===== config.mk =====
export PLATFORM = sky130hd
export DESIGN_NAME = mb8_loader
export DESIGN_NICKNAME = d
export VERILOG_FILES = /design/src/rtl/mb8_loader.sv
export SDC_FILE = /design/constraint.sdc
export NUM_CORES = 1
export LEC_CHECK = 0
export BUFFER_PORTS_ARGS = -buffer_cell sky130_fd_sc_hd__buf_2
export CAP_MARGIN = 30
export CORE_ASPECT_RATIO = 0.8
export CORE_MARGIN = 5
export CORE_UTILIZATION = 35
export DETAILED_ROUTE_END_ITERATION = 8
export GPL_TIMING_DRIVEN = 0
export SLEW_MARGIN = 10
export SYNTH_ARGS = -nofsm -noshare
export SYNTH_HDL_FRONTEND = slang
export SYNTH_SLANG_ARGS = --single-unit

===== constraint.sdc =====
create_clock -name clk -period 2.25 [get_ports clk]
set_clock_uncertainty 0.1 [all_clocks]
set_input_delay 0.675 -clock clk [delete_from_list [all_inputs] [get_ports clk]]
set_output_delay 0.675 -clock clk [all_outputs]
set_load 0.05 [all_outputs]

===== src/rtl/mb8_loader.sv =====
// mb8_loader: byte-stream bootloader and bus master for the 8-bit memory port.
// Frame: A5, A2, A1, A0, L1, L0, N payload bytes, checksum C.
// The frame is good when (sum of payload + C) mod 256 == 0.
// Optional read-back verify: define EFORTH1_LOADER_VERIFY_EN.
//
// state | meaning
// ------+-------------------------------------------------------------
// IDLE  | hunt for the 0xA5 sync byte, other bytes discarded
// ADR2  | address bit 16 (byte[7:1] must be zero, else abort)
// ADR1  | address bits 15:8
// ADR0  | address bits 7:0
// LEN1  | length high byte
// LEN0  | length low byte, zero length skips to CSUM
// DATA  | accept one payload byte
// WR    | one-cycle write strobe, then bump address / remaining count
// VRD   | (verify) present the same address for read
// VCK   | (verify) compare read data to the byte just written
// CSUM  | accept checksum byte
// DONE  | report result for one cycle
module mb8_loader #(
    parameter int AW = 17,
    parameter int LW = 16
) (
    input  logic          clk,
    input  logic          rst_n,
    input  logic          rx_valid,
    input  logic [7:0]    rx_data,
    output logic          rx_ready,
    output logic [AW-1:0] ai,
    output logic [7:0]    vi,
    output logic          we,
    input  logic [7:0]    vo,
    output logic          busy,
    output logic          done,
    output logic          err,
    output logic [7:0]    sum
);

    localparam logic [7:0] SYNC = 8'hA5;

    typedef enum logic [3:0] {
        IDLE,
        ADR2,
        ADR1,
        ADR0,
        LEN1,
        LEN0,
        DATA,
        WR,
`ifdef EFORTH1_LOADER_VERIFY_EN
        VRD,
        VCK,
`endif
        CSUM,
        DONE
    } state_t;

    state_t          state_q;
    state_t          state_d;
    logic            live_q;
    logic [AW-1:0]   addr_q;
    logic [AW-1:0]   ai_q;
    logic [LW-1:0]   rem_q;
    logic [7:0]      vi_q;
    logic [7:0]      sum_q;
    logic            err_q;
    logic            xfer;
    logic [7:0]      csum_tot;
    logic [LW-1:0]   len_full;

`ifndef EFORTH1_LOADER_VERIFY_EN
    logic            unused_vo;
    assign unused_vo = ^vo;
`endif

    assign xfer     = rx_valid & rx_ready;
    assign csum_tot = sum_q + rx_data;
    assign len_full = {rem_q[LW-1:8], rx_data};

    assign ai  = ai_q;
    assign vi  = vi_q;
    assign sum = sum_q;
    assign err = err_q;

    // Byte-accepting states; live_q holds ready low until the first clock out of reset.
    always_comb begin
        rx_ready = 1'b0;
        case (state_q)
            IDLE, ADR2, ADR1, ADR0, LEN1, LEN0, DATA, CSUM: rx_ready = live_q;
            default:                                       rx_ready = 1'b0;
        endcase
    end

    // State register; reset returns to IDLE at once so we drops asynchronously.
    always_ff @(posedge clk or negedge rst_n) begin
        if (!rst_n) begin
            state_q <= IDLE;
        end else begin
            state_q <= state_d;
        end
    end

    // Next-state decode and state-derived strobes.
    always_comb begin
        state_d = state_q;
        we      = 1'b0;
        busy    = (state_q != IDLE);
        done    = 1'b0;
        case (state_q)
            IDLE: begin
                if (xfer && rx_data == SYNC) state_d = ADR2;
            end
            ADR2: begin
                if (xfer) state_d = (rx_data[7:1] != 7'd0) ? IDLE : ADR1;
            end
            ADR1: begin
                if (xfer) state_d = ADR0;
            end
            ADR0: begin
                if (xfer) state_d = LEN1;
            end
            LEN1: begin
                if (xfer) state_d = LEN0;
            end
            LEN0: begin
                if (xfer) state_d = (len_full == '0) ? CSUM : DATA;
            end
            DATA: begin
                if (xfer) state_d = WR;
            end
            WR: begin
                we = 1'b1;
`ifdef EFORTH1_LOADER_VERIFY_EN
                state_d = VRD;
`else
                // rem_q still holds the count before this byte is retired
                state_d = (rem_q == LW'(1)) ? CSUM : DATA;
`endif
            end
`ifdef EFORTH1_LOADER_VERIFY_EN
            VRD: begin
                state_d = VCK;
            end
            VCK: begin
                state_d = (rem_q == '0) ? CSUM : DATA;
            end
`endif
            CSUM: begin
                if (xfer) state_d = DONE;
            end
            DONE: begin
                done    = ~err_q;
                state_d = IDLE;
            end
            default: state_d = IDLE;
        endcase
    end

    // Datapath: header capture, payload latch, address/length counters, sum and error.
    always_ff @(posedge clk or negedge rst_n) begin
        if (!rst_n) begin
            live_q <= 1'b0;
            addr_q <= '0;
            ai_q   <= '0;
            rem_q  <= '0;
            vi_q   <= '0;
            sum_q  <= '0;
            err_q  <= 1'b0;
        end else begin
            live_q <= 1'b1;
            case (state_q)
                IDLE: begin
                    if (xfer && rx_data == SYNC) begin
                        err_q <= 1'b0;
                        sum_q <= '0;
                    end
                end
                ADR2: begin
                    if (xfer) begin
                        if (rx_data[7:1] != 7'd0) err_q <= 1'b1;
                        else addr_q[AW-1] <= rx_data[0];
                    end
                end
                ADR1: begin
                    if (xfer) addr_q[AW-2 -: 8] <= rx_data;
                end
                ADR0: begin
                    if (xfer) addr_q[7:0] <= rx_data;
                end
                LEN1: begin
                    if (xfer) rem_q[LW-1:8] <= rx_data;
                end
                LEN0: begin
                    if (xfer) rem_q[7:0] <= rx_data;
                end
                DATA: begin
                    // ai only moves here so it holds steady outside WR/VRD
                    if (xfer) begin
                        vi_q  <= rx_data;
                        sum_q <= sum_q + rx_data;
                        ai_q  <= addr_q;
                    end
                end
                WR: begin
                    addr_q <= addr_q + AW'(1);
                    rem_q  <= rem_q - LW'(1);
                end
`ifdef EFORTH1_LOADER_VERIFY_EN
                VCK: begin
                    // a read-back mismatch spoils the frame but the load carries on
                    if (vo != vi_q) err_q <= 1'b1;
                end
`endif
                CSUM: begin
                    if (xfer && csum_tot != 8'd0) err_q <= 1'b1;
                end
                default: ;
            endcase
        end
    end

endmodule


==> key figures <==
Layout
  – Most common library cell in the layout ignoring fill and taps: dfrtp_1
  – Share of post-route cells with drive strength above 1: 0.328
  – Highest-count cells in the layout ignoring fill and taps: dfrtp_1 (69), buf_2 (43), nor2_1 (37), nand2_1 (34), o21ai_0 (27)
  – Core occupancy in the finished layout: 0.466
  – Layout filler cell count: 1084
  – Antenna Diode Count: 0
  – Area growth from synthesis to layout: 30.8%
  – Number of nets at the end of the flow: 538

Power and ir drop
  – Share of power burned in registers: 0.419
  – Switch Pwr: 745 uW
  – Portion of total power attributed to the clock network: 0.489
  – Power density cells: 595 mW/mm2
  – Internal Dissipation: 2.44 mW
  – Leakage power total: 2.43 nW
  – Switching part of the total power: 0.234
  – Part of the total power dissipated in combinational logic: 0.092
  – Largest vdd supply drop: 307 uV

Clock tree
  – CTS clk-pin slew, worst paths: 60 ps
  – Clock tree from TritonCTS: done
  – CTS Root Buffer Type: clkbuf_16
  – Worst-skew pair later-pin latency: 330 ps
  – TritonCTS sink count: 72
  – Hold-fix buffers, CTS: 0
  – Number of buffers created by CTS: 9
  – CTS H-tree lvls: 3
  – Largest buffer count on any clock path: 2

Outcome
  – Result of the run: finished with violations
  – Violated checks: negative setup slack

Timing
  – Number of endpoints failing setup at the final stage: 2
  – Fmax: 0.422 GHz
  – Period utilization: 1.05
  – Worst relative slew slack: 0.652
  – Final Hold Violating Endpoints: 0
  – Setup slack of the critical path after layout: -119 ps
  – Unrepaired setup endpoints after global routing: true
  – Summed negative setup slack over all endpoints: -125 ps
  – Final Max Tran Viols: 0
  – Tightest Pin Transition: 522 ps
  – Clock period minus worst slack: 2370 ps

Placed design
  – Port Buffers: 47
  – Placed wire-length estimate: 7.98 mm
  – Worst slack, placed: -737 ps
  – Final estimated routing congestion in global placement: 0.887

Synthesis
  – Synth async-reset ratio: 1.00
  – EDFF count, synth: 0
  – Synth warnings: 0
  – Total standard cell area after synthesis: 0.00409 mm2
  – Post-Syn Instances: 429
  – Net count of the mapped netlist: 459
  – Dominant cells by area after synthesis: dfrtp_1 (44%), mux2_2 (7.2%), nor2_1 (3.6%)
  – Synth Register Bits: 72
  – Number of distinct library cells after synthesis: 66
  – Ys flop type: dfrtp_1
  – Per-instance average area after synthesis: 9.53 um2
  – Fraction of the yosys area taken by sequential cells: 0.441
  – Largest area contributor in the synthesized netlist: dfrtp_1
  – Share of the synthesized area in the top cell type: 0.441

Run
  – MaxCap Viol Count: 0

Worst setup path
  – Worst setup EP type: flop
  – Data arrival time of the worst path: 2480 ps
  – Crit-path max cell delay: 420 ps
  – Cell at the slowest stage of the critical path: or3b_1
  – Worst Setup Path Type: in -> reg
  – Crit path max-delay family: compound AO/OA/AOI/OAI gates
  – Number of buffer and inverter stages on the critical path: 1
  – Critical path, cell by cell: buf_4 > ha_1 > a211oi_4 > nor4b_1 > or3b_1 > a2111oi_4 > nor3_1
  – Launching element type of the critical path: input pin
  – Worst Path Max Fanout: 8
  – Required time reported for the critical path endpoint: 2360 ps

Route
  – Count of antenna-violating nets left after detailed routing: 0
  – Drt drc: 0
  – Total number of vias: 3784
  – Final Routed Wirelength: 11.9 mm
  – Routed WL per cell: 18.1 um
  – Number of vias per cell: 5.73
  – DRT Pass-1 Iters: 5
  – Initial DRC Count: 268

GRT
  – Number of global-route vias before repair: 3605
  – Busiest layer in global routing: met2
  – Pin count of the biggest net entering global routing: 58
  – Met1 Track Usage GR: 0.247
  – Total global routing overflow: 0
  – Antenna violations before repair: 0
  – Global-route met3 utilization: 0.0488
  – Global routing usage on met2: 0.252
  – GRT Total Usage: 0.171
  – First-pass GRT wire length: 18.8 mm

Floorplanning
  – Floorplan Core Area: 0.0115 mm2
  – Die area: 0.0139 mm2
  – Overall die width: 131 um
  – I/O pins: 57
  – Num rows: 35
  – Starting utilization of the core area: 0.356
  – Die span in y: 107 um

Hold path
  – Class of the tightest hold or removal check: in -> async
## worst paths after layout
kind | start | endpoint | slack [ps] | cells after the start
min | rst_n | sum[0]$_DFFE_PN0P_ | 110 | 1
min reg2reg | rem_q[15]$_DFFE_PN0P_ | rem_q[15]$_DFFE_PN0P_ | 390 | 1
max in group asynchronous | rst_n | vi[3]$_DFFE_PN0P_ | 1370 | 2
min in group clk | rem_q[15]$_DFFE_PN0P_ | rem_q[15]$_DFFE_PN0P_ | 390 | 1
max | rx_data[1] | err$_DFFE_PN0P_ | -120 | 7
max reg2reg | sum[0]$_DFFE_PN0P_ | err$_DFFE_PN0P_ | -100 | 7
## cells by family after synthesis
kind of cell,synth area share
DFF,0.441
buffers and inverters,0.0340
xor gates and xnor gates,0.0129
AOI/OAI and AO/OA,0.190
and+or+nand+nor,0.207
muxes,0.0765
adders and majority gates,0.0380
other,0.000918
## power groups by stage
| stage | clock (mW) | sequential (mW) | combinational [mW] |
|---|---|---|---|
| detailed placement | 0 | 1.35 | 0.233 |
| finish | 1.56 | 1.33 | 0.293 |
| CTS | 1.59 | 1.33 | 0.273 |
| global placement | 0 | 1.35 | 0.225 |
| floorplan | 0 | 1.38 | 0.100 |
| global route | 1.64 | 1.34 | 0.315 |
## synth_stat cells, types with 10 or more instances
cell type	instances
nand3_1	17
nand2_1	35
ha_1	10
o21ai_0	28
dfrtp_1	72
a21oi_1	24
nor2_1	39
mux2_2	26
clkbuf_1	13
nor3_1	10
inv_1	11
## routing by layer
metal  vias up  part of all wire
li1       1761                 -
met1      1877              0.48
met2       131              0.44
met3        15             0.069
met4         0             0.012
met5         -                 0
## per-stage QoR
step           power, mW  std cells  area, um2  hold WS, ps
2_1_floorplan       1.48        429       4160          279
3_3_place_gp        1.58        624       4580          366
3_5_place_dp        1.58        625       4610          382
4_1_cts             3.20        652       5220          107
5_1_grt             3.29        660       5350          117
6_report            3.18        660       5350          110
## what timing repair did
item / CTS / global route
gates cloned: 0 / 0
endpoints found under the setup margin: 34 / 41
pin swaps: 12 / 4
gates resized for setup: 55 / 16
setup buffers: 12 / 9
## layout make-up
cell class	instances	area (um2)	area share
buffer	22	143	0.0267
clock buffer	12	256	0.0480
clock inverter	3	65.1	0.0122
inverter	11	41.3	0.00772
multi-input combinational	323	2370	0.443
sequential	72	1810	0.338
tap	148	185	0.0346
timing repair buffer	69	480	0.0899
## registers in the layout, summed over array words and instances (netlist names)
name	count
vi	8
sum	8
state_q	4
live_q	1
ai	17
addr_q	17
err	1
rem_q	16
(Power assumes the default switching activity.)
